$ cat src/rtl/imem_pkg.sv
// Shared types and defaults for the instruction-memory port controller.
package imem_pkg;

    localparam int          DATA_W_DEF    = 32;
    localparam int          ADDR_W_DEF    = 32;
    localparam logic [31:0] NOP_INSTR_DEF = 32'h0000_0013;

    typedef enum logic [1:0] {
        S_CPU = 2'd0,
        S_SDU = 2'd1,
        S_ACK = 2'd2
    } state_e;

endpackage

$ cat src/rtl/imem_port_ctrl.sv
// Shares the single-port instruction memory between CPU fetch and the serial debug unit.
// Optional macro IMEM_READBACK_EN enables SDU read-back through the port.
module imem_port_ctrl
    import imem_pkg::*;
#(
    parameter int                DATA_W    = DATA_W_DEF,
    parameter int                ADDR_W    = ADDR_W_DEF,
    parameter int                CNT_W     = 16,
    parameter logic [DATA_W-1:0] NOP_INSTR = DATA_W'(NOP_INSTR_DEF)
) (
    input  logic              clk,
    input  logic              rstn,
    input  logic [ADDR_W-1:0] cpu_pc,
    output logic [DATA_W-1:0] cpu_instr,
    output logic              cpu_stall,
    input  logic              sdu_req,
    input  logic              sdu_we,
    input  logic [ADDR_W-1:0] sdu_addr,
    input  logic [DATA_W-1:0] sdu_wdata,
    output logic              sdu_ack,
    output logic [DATA_W-1:0] sdu_rdata,
    output logic [ADDR_W-1:0] mem_addr,
    output logic [DATA_W-1:0] mem_wdata,
    output logic              mem_we,
    input  logic [DATA_W-1:0] mem_rdata,
    output logic [CNT_W-1:0]  wr_cnt
);

    state_e            state_q, state_d;
    logic              ack_q, ack_d;
    logic [CNT_W-1:0]  wr_cnt_q, wr_cnt_d;
    logic              sdu_rd_use;

`ifdef IMEM_READBACK_EN
    assign sdu_rd_use = 1'b1;
`else
    // Reads are handshaken only; the port stays with the CPU address.
    assign sdu_rd_use = 1'b0;
`endif

    always_comb begin
        state_d   = state_q;
        mem_addr  = cpu_pc;
        mem_wdata = sdu_wdata;
        mem_we    = 1'b0;
        cpu_stall = 1'b1;
        cpu_instr = NOP_INSTR;
        wr_cnt_d  = wr_cnt_q;
        unique case (state_q)
            S_CPU: begin
                cpu_stall = 1'b0;
                cpu_instr = mem_rdata;
                if (sdu_req) state_d = S_SDU;
            end
            S_SDU: begin
                if (sdu_we || sdu_rd_use) mem_addr = sdu_addr;
                mem_we  = sdu_we & rstn;
                state_d = S_ACK;
                if (sdu_we && (wr_cnt_q != {CNT_W{1'b1}}))
                    wr_cnt_d = wr_cnt_q + CNT_W'(1);
            end
            S_ACK: begin
                if (!sdu_req) state_d = S_CPU;
            end
            default: state_d = S_CPU;
        endcase
        ack_d = (state_d == S_ACK);
    end

    always_ff @(posedge clk) begin
        if (!rstn) begin
            state_q  <= S_CPU;
            ack_q    <= 1'b0;
            wr_cnt_q <= '0;
        end else begin
            state_q  <= state_d;
            ack_q    <= ack_d;
            wr_cnt_q <= wr_cnt_d;
        end
    end

`ifdef IMEM_READBACK_EN
    logic [DATA_W-1:0] rdata_q, rdata_d;

    always_comb begin
        rdata_d = rdata_q;
        if (state_q == S_SDU && !sdu_we) rdata_d = mem_rdata;
    end

    always_ff @(posedge clk) begin
        if (!rstn) rdata_q <= '0;
        else       rdata_q <= rdata_d;
    end

    assign sdu_rdata = rdata_q;
`else
    assign sdu_rdata = '0;
`endif

    assign sdu_ack = ack_q;
    assign wr_cnt  = wr_cnt_q;

endmodule

$ cat config.mk
export PLATFORM = sky130hd
export DESIGN_NAME = imem_port_ctrl
export DESIGN_NICKNAME = d
export VERILOG_FILES = /design/src/rtl/imem_pkg.sv /design/src/rtl/imem_port_ctrl.sv
export SDC_FILE = /design/constraint.sdc
export NUM_CORES = 1
export LEC_CHECK = 0
export BUFFER_PORTS_ARGS = -buffer_cell sky130_fd_sc_hd__buf_2
export CORE_AREA = 2 2 109 111
export DETAILED_ROUTE_END_ITERATION = 8
export DIE_AREA = 0 0 111 113
export GPL_TIMING_DRIVEN = 0
export PLACE_DENSITY = 0.5
export SYNTH_ARGS = -nofsm -noshare
export SYNTH_HDL_FRONTEND = slang
export SYNTH_SLANG_ARGS = --single-unit
export TNS_END_PERCENT = 5
$ cat constraint.sdc
create_clock -name clk -period 2 [get_ports clk]
set_input_delay 0.1 -clock clk [delete_from_list [all_inputs] [get_ports clk]]
set_output_delay 0.1 -clock clk [all_outputs]
set_load 0.05 [all_outputs]
==> impl_metrics.tcl, run 1 <==
set metrics [dict create \
    outcome "finished clean" \
    clk_transition_reported_paths_ns 0.05 \
    async_flop_share 0 \
    worstPathBufferInverterCount 2 \
    yosysMostFrequentCell "nand2_1" \
    dp_slack_ns 0.0258 \
    setup.worst_path.start_class "flip-flop" \
    area.growth.synth_to_final_pct 72.7 \
    pwr_density_cell_nw_per_um2 565 \
    finalCriticalPeriod_ns 1.93 \
    post-route-worst-setup-slack_ns 0.0729 \
    number_of_enable_flip_flop_cells_after_synthesis 0 \
    fp.dieArea_um2 12500 \
    synth_commonest_cells "102 x nand2_1, 65 x buf_4, 29 x and2_1, 19 x dfxtp_1, 15 x a21oi_1" \
    setup_viol 0 \
    place.gp.congestion 0.838 \
    synthDistinctLibCells 30 \
    gr-usage-all-layers 0.118 \
    cts_root_buffer "clkbuf_16" \
    worst_skew_pair_later_pin_latency_ns 0.25 \
    placement_rows 39 \
    slowest_delay_ns 0.42 \
    critical_path.most_common_cell "nand2_1" \
    synth.yosys.seq_area_share 0.189 \
    hold_path_startpoint "rstn" \
    fp.dieH_um 113 \
    worstHoldPathType "in -> reg" \
    critPathTopFamily "buffers and inverters" \
    yosys-top-cells-area "buf_4 24%, nand2_1 19%, dfxtp_1 19%" \
    timing.reg2reg.setup_slack_ns 0.14 \
    antenna_violations_before_repair 0 \
    antennaDiodeCount 0 \
    dr.pass1.iters 4 \
    drt_drc_violations_left 0 \
    crit_slowest_cell "dfxtp_1" \
    report.final.hold_viol_count 0 \
    nets 689 \
    antenna_left 0 \
    design.portCount 279 \
    worstReg2RegStart "wr_cnt[9]$_SDFFE_PN0P_" \
    synth_seq_cells 19 \
    worstPathRequired_ns 1.90 \
    synth_warnings 0 \
    grt_pass1_wl_um 12100 \
    die_x_um 111 \
    logic_depth_of_the_worst_register_to_register_path 5 \
    place.port_buffers 214 \
    routed_wire_length_per_instance_um 11.7 \
    cp.arrival_ns 1.83 \
    cts-buffers-inserted 3 \
    rsz0062_at_grt "true" \
    layout-drive-gt1-share 0.533 \
    cap_violations 0 \
    postCtsSetupRepairBufs 0 \
    synth_ff_type "dfxtp_1" \
    hold_ws_ns 0.107 \
    setup.worst_path.end_class "output pin" \
    layout_worst_path_cycle_share 0.964 \
    syn_area_um2 2010 \
    hold_path_depth 2 \
    clockBufferDepth 2 \
    worstPathMaxFanout 10 \
    mean_syn_cell_area_um2 6.56 \
    clock_sinks 19 \
    start_util 0.178 \
    drt_first_iter_violations 59 \
    hold_path_end "state_q[0]$_SDFF_PN0_" \
    syn_inst 306 \
    htree_num_levels 1 \
    design_power_total_mw 1.96 \
    reg2reg_to "wr_cnt[1]$_SDFFE_PN0P_" \
    post-dp-hpwl_um 7120 \
    final.setup_skew_ns 0.00445 \
    synthDominantAreaCellType "buf_4" \
    power_leakage_nw 2.04 \
    post_drt_via_cell_ratio 3.88 \
    grt_max_degree 11 \
    max-vdd-ir-drop_mv 0.256 \
    first_global_vias 2607 \
    detailroute.via_count 2708 \
    globalRouteOverflowTotal 0 \
    drv_slew 0 \
    postRouteWirelength_um 8170 \
    synth_largest_type_area_fraction 0.243 \
    cts_tree "done" \
    timing_worst_setup_path_type "reg -> out" \
    cp_cell_sequence "nand3b_1, clkbuf_1, nand2_1, nand2_1, buf_2" \
    fp.coreArea_um2 11300 \
    worstMarginPinSlew_ns 0.537 \
    max_freq_mhz 519 \
    relSlewSlack 0.642 \
    post_cts_hold_buffer_count 0 \
]
-- layer usage --
metal / part of all wire / global-route usage
met5: 0 / 0
met4: 0.0077 / 0.0250
met3: 0.096 / 0.0300
met2: 0.54 / 0.239
met1: 0.36 / 0.120
-- cell type report --
class	instances	area, µm²
multi-input combinational	239	1200
fill	1257	7800
inverter	3	11.3
sequential	19	385
tap	143	179
timing repair buffer	214	1070
buffer	76	542
clock buffer	4	78.8
-- state kept, by name, summed over array words and instances (netlist names) --
signal,cells
wr_cnt,16
state_q,2
sdu_ack,1
-- report_power, final --
group / internal (mW) / switching, mW
sequential: 0.384 / 0.00651
clock: 0.271 / 0.150
combinational: 0.310 / 0.838
total: 0.965 / 0.994
-- through the flow --
step,TNS [ns],instances,cell area (µm²),utilization
2_1_floorplan,0,337,2130,-
3_3_place_gp,0,694,3380,0.300
3_5_place_dp,0,694,3380,0.300
4_1_cts,0,698,3460,0.307
5_1_grt,-0.430,698,3470,0.308
6_report,0,698,3470,0.308
-- placed cells by master (no fill, tap or decap), drive strengths merged, types with 3 or more instances in the layout --
cell type  Yosys  layout
a21oi         15      15
nand3          5       5
or3           10      10
o31ai          6       6
o21ai          7       7
conb           1      32
clkbuf        10      14
or4            6       6
nor2           5       5
nand2        102     102
and3           3       3
nand4          6       6
buf           66     280
and2          29      29
dfxtp         19      19
-- how the worst max path moves through the flow --
stage	startpoint	end	slack [ns]	cells after the start
after floorplan	wr_cnt[2]$_SDFFE_PN0P_	wr_cnt[1]$_SDFFE_PN0P_	0.007	5
after global placement	wr_cnt[0]$_SDFFE_PN0P_	wr_cnt[1]$_SDFFE_PN0P_	0.05	6
after detailed placement	wr_cnt[0]$_SDFFE_PN0P_	wr_cnt[1]$_SDFFE_PN0P_	0.03	6
after CTS	state_q[0]$_SDFF_PN0_	mem_addr[19]	0.01	6
after global routing	state_q[1]$_SDFF_PN0_	mem_addr[9]	-0.06	5
final	state_q[1]$_SDFF_PN0_	mem_addr[10]	0.07	5
-- what timing repair did --
| item | CTS | global route |
|---|---|---|
| endpoints found under the setup margin | 3 | 36 |
| pin swaps | 0 | 1 |
| gates resized for setup | 2 | 5 |
-- kinds of logic (layout without fill, tap and decap cells) --
group,count (synthesis),in the layout,share of synthesized area
AO/OA/AOI/OAI,30,30,0.0953
XOR/XNOR,2,2,0.00872
adder cells (fa/ha/maj),1,1,0.00623
buffers and inverters,79,297,0.273
flip-flops,19,19,0.189
multiplexers,1,1,0.00498
other,1,32,0.00187
AND/OR/NAND/NOR,173,173,0.421
Note: power is estimated with default switching activity, not from simulation.
==> inputs of run 2 (changes only) <==
- CORE_AREA: 2 2 109 111 -> 2 2 108 110
- DIE_AREA: 0 0 111 113 -> 0 0 110 112
- PLACE_DENSITY: 0.5 -> 0.52
- clock period: 2 -> 1.7 ns (I/O delays scaled with it)
==> run 2 against run 1 <==
The run now ends with negative setup slack left. Sequential share of layout area about the same. Worst hold slack got worse by 0.039 ns. Largest power group unchanged. Highest routed layer unchanged. Via count increased by 3.7%. Setup slack got worse by 0.096 ns.
==> impl_metrics.tcl, run 2 (same netlist as run 1, synthesis figures left out) <==
set metrics [dict create \
    fp.dieArea_um2 12300 \
    start_util 0.180 \
    finalCriticalPeriod_ns 1.72 \
    cap_violations 0 \
    clock_sinks 19 \
    detailroute.via_count 2807 \
    grt_max_degree 11 \
    layout_worst_path_cycle_share 1.01 \
    outcome "finished, violations left" \
    cp.arrival_ns 1.89 \
    first_global_vias 2561 \
    htree_num_levels 1 \
    timing.reg2reg.setup_slack_ns -0.02 \
    timing_worst_setup_path_type "reg -> reg" \
    setup_viol 1 \
    drv_slew 0 \
    worstPathMaxFanout 9 \
    layoutNonFillerInstCount 707 \
    routed_wire_length_per_instance_um 11.7 \
    area.growth.synth_to_final_pct 84.5 \
    power_leakage_nw 2.13 \
    globalRouteOverflowTotal 0 \
    worstPathRequired_ns 1.87 \
    critPathTopFamily "simple AND/OR/NAND/NOR gates" \
    max-vdd-ir-drop_mv 0.310 \
    largest_register_ffs 16 \
    design_power_total_mw 2.35 \
    max_freq_mhz 580 \
    layout.area.seq_um2 413 \
    dp.cells 694 \
    fill_cells 1221 \
    clockBufferDepth 2 \
    cp_cell_sequence "and3b_1, buf_6, o41ai_4, buf_4, or4_1, a21oi_1" \
    fp.coreArea_um2 11200 \
    antenna_left 0 \
    post-route-worst-setup-slack_ns -0.0229 \
    worstPathBufferInverterCount 2 \
    grt_pass1_wl_um 11800 \
    cts_tree "done" \
    hold_ws_ns 0.0687 \
    nets 698 \
    placement_rows 39 \
    pwr_density_cell_nw_per_um2 634 \
    fp.dieH_um 112 \
    relSlewSlack 0.608 \
    drt_first_iter_violations 61 \
    post_cts_hold_buffer_count 0 \
    antenna_violations_before_repair 0 \
    dr.pass1.iters 4 \
    cts_root_buffer "clkbuf_16" \
    setup.worst_path.start_class "flip-flop" \
    layout-drive-gt1-share 0.580 \
    worstHoldPathType "in -> reg" \
    place.port_buffers 214 \
    postRouteWirelength_um 8280 \
    worst_skew_pair_later_pin_latency_ns 0.25 \
    setup.worst_path.end_class "flip-flop" \
    rsz0062_at_grt "true" \
    post_drt_via_cell_ratio 3.97 \
    post-dp-hpwl_um 6910 \
    mostFrequentLayoutCells "185 x buf_2, 102 x nand2_1, 102 x buf_4" \
    leading_cell_type_in_the_layout_fill_and_taps_excluded "buf_2" \
    report.final.hold_viol_count 0 \
    failed_checks "negative setup slack" \
    design.portCount 279 \
    clk_transition_reported_paths_ns 0.05 \
    area_of_the_multi_input_gates_um2 1230 \
    antennaDiodeCount 0 \
    worstMarginPinSlew_ns 0.588 \
    die_x_um 110 \
    gr-usage-all-layers 0.120 \
    place.gp.congestion 0.786 \
    drt_drc_violations_left 0 \
    cts-buffers-inserted 3 \
    slowest_delay_ns 0.49 \
    crit_slowest_cell "or4_1" \
    final.setup_skew_ns 0.00107 \
]
## run 2: cell count changes in the layout (fill, tap and decap cells not counted), sizes merged
cell	previous run	this run
buf	280	290
clkbuf	14	13
## run 2: power by group
part | switching (mW) | internal (mW)
clock | 0.170 | 0.319
combinational | 0.991 | 0.413
sequential | 0.00760 | 0.447
## run 2: final cells by class
| class | instances | share of cell area |
|---|---|---|
| multi-input combinational | 239 | 0.333 |
| timing repair buffer | 223 | 0.331 |
| buffer | 76 | 0.152 |
| sequential | 19 | 0.111 |
| tap | 143 | 0.0483 |
| clock buffer | 4 | 0.0213 |
| inverter | 3 | 0.00304 |
## run 2: path summary, 6_finish.rpt
kind                            from                      end  cells after the start
max            state_q[1]$_SDFF_PN0_   wr_cnt[9]$_SDFFE_PN0P_                      6
min                          sdu_req    state_q[0]$_SDFF_PN0_                      2
max reg2reg    state_q[1]$_SDFF_PN0_   wr_cnt[9]$_SDFFE_PN0P_                      6
min reg2reg  wr_cnt[15]$_SDFFE_PN0P_  wr_cnt[15]$_SDFFE_PN0P_                      2
## run 2: timing repair
action,in CTS,in global routing
gates resized for setup,42,20
endpoints found under the setup margin,67,73
pin swaps,1,5
setup buffers,3,6
gates cloned,0,0
## run 2: stage by stage
step / area, µm² / util / TNS (ns) / setup WS, ns
after floorplan: 2150 / - / -0.251 / -0.0932
after global placement: 3400 / 0.304 / -1.19 / -0.218
after detailed placement: 3400 / 0.304 / -1.62 / -0.250
after CTS: 3600 / 0.322 / -0.199 / -0.0630
after global routing: 3710 / 0.332 / -0.620 / -0.0934
final: 3710 / 0.332 / -0.0229 / -0.0229
## run 2: layer usage
metal | part of all wire | track usage | routed length [µm]
met1 | 0.34 | 0.116 | 2810
met2 | 0.56 | 0.248 | 4670
met3 | 0.086 | 0.0222 | 714
met4 | 0.0092 | 0.0278 | 76
met5 | 0 | 0 | 0
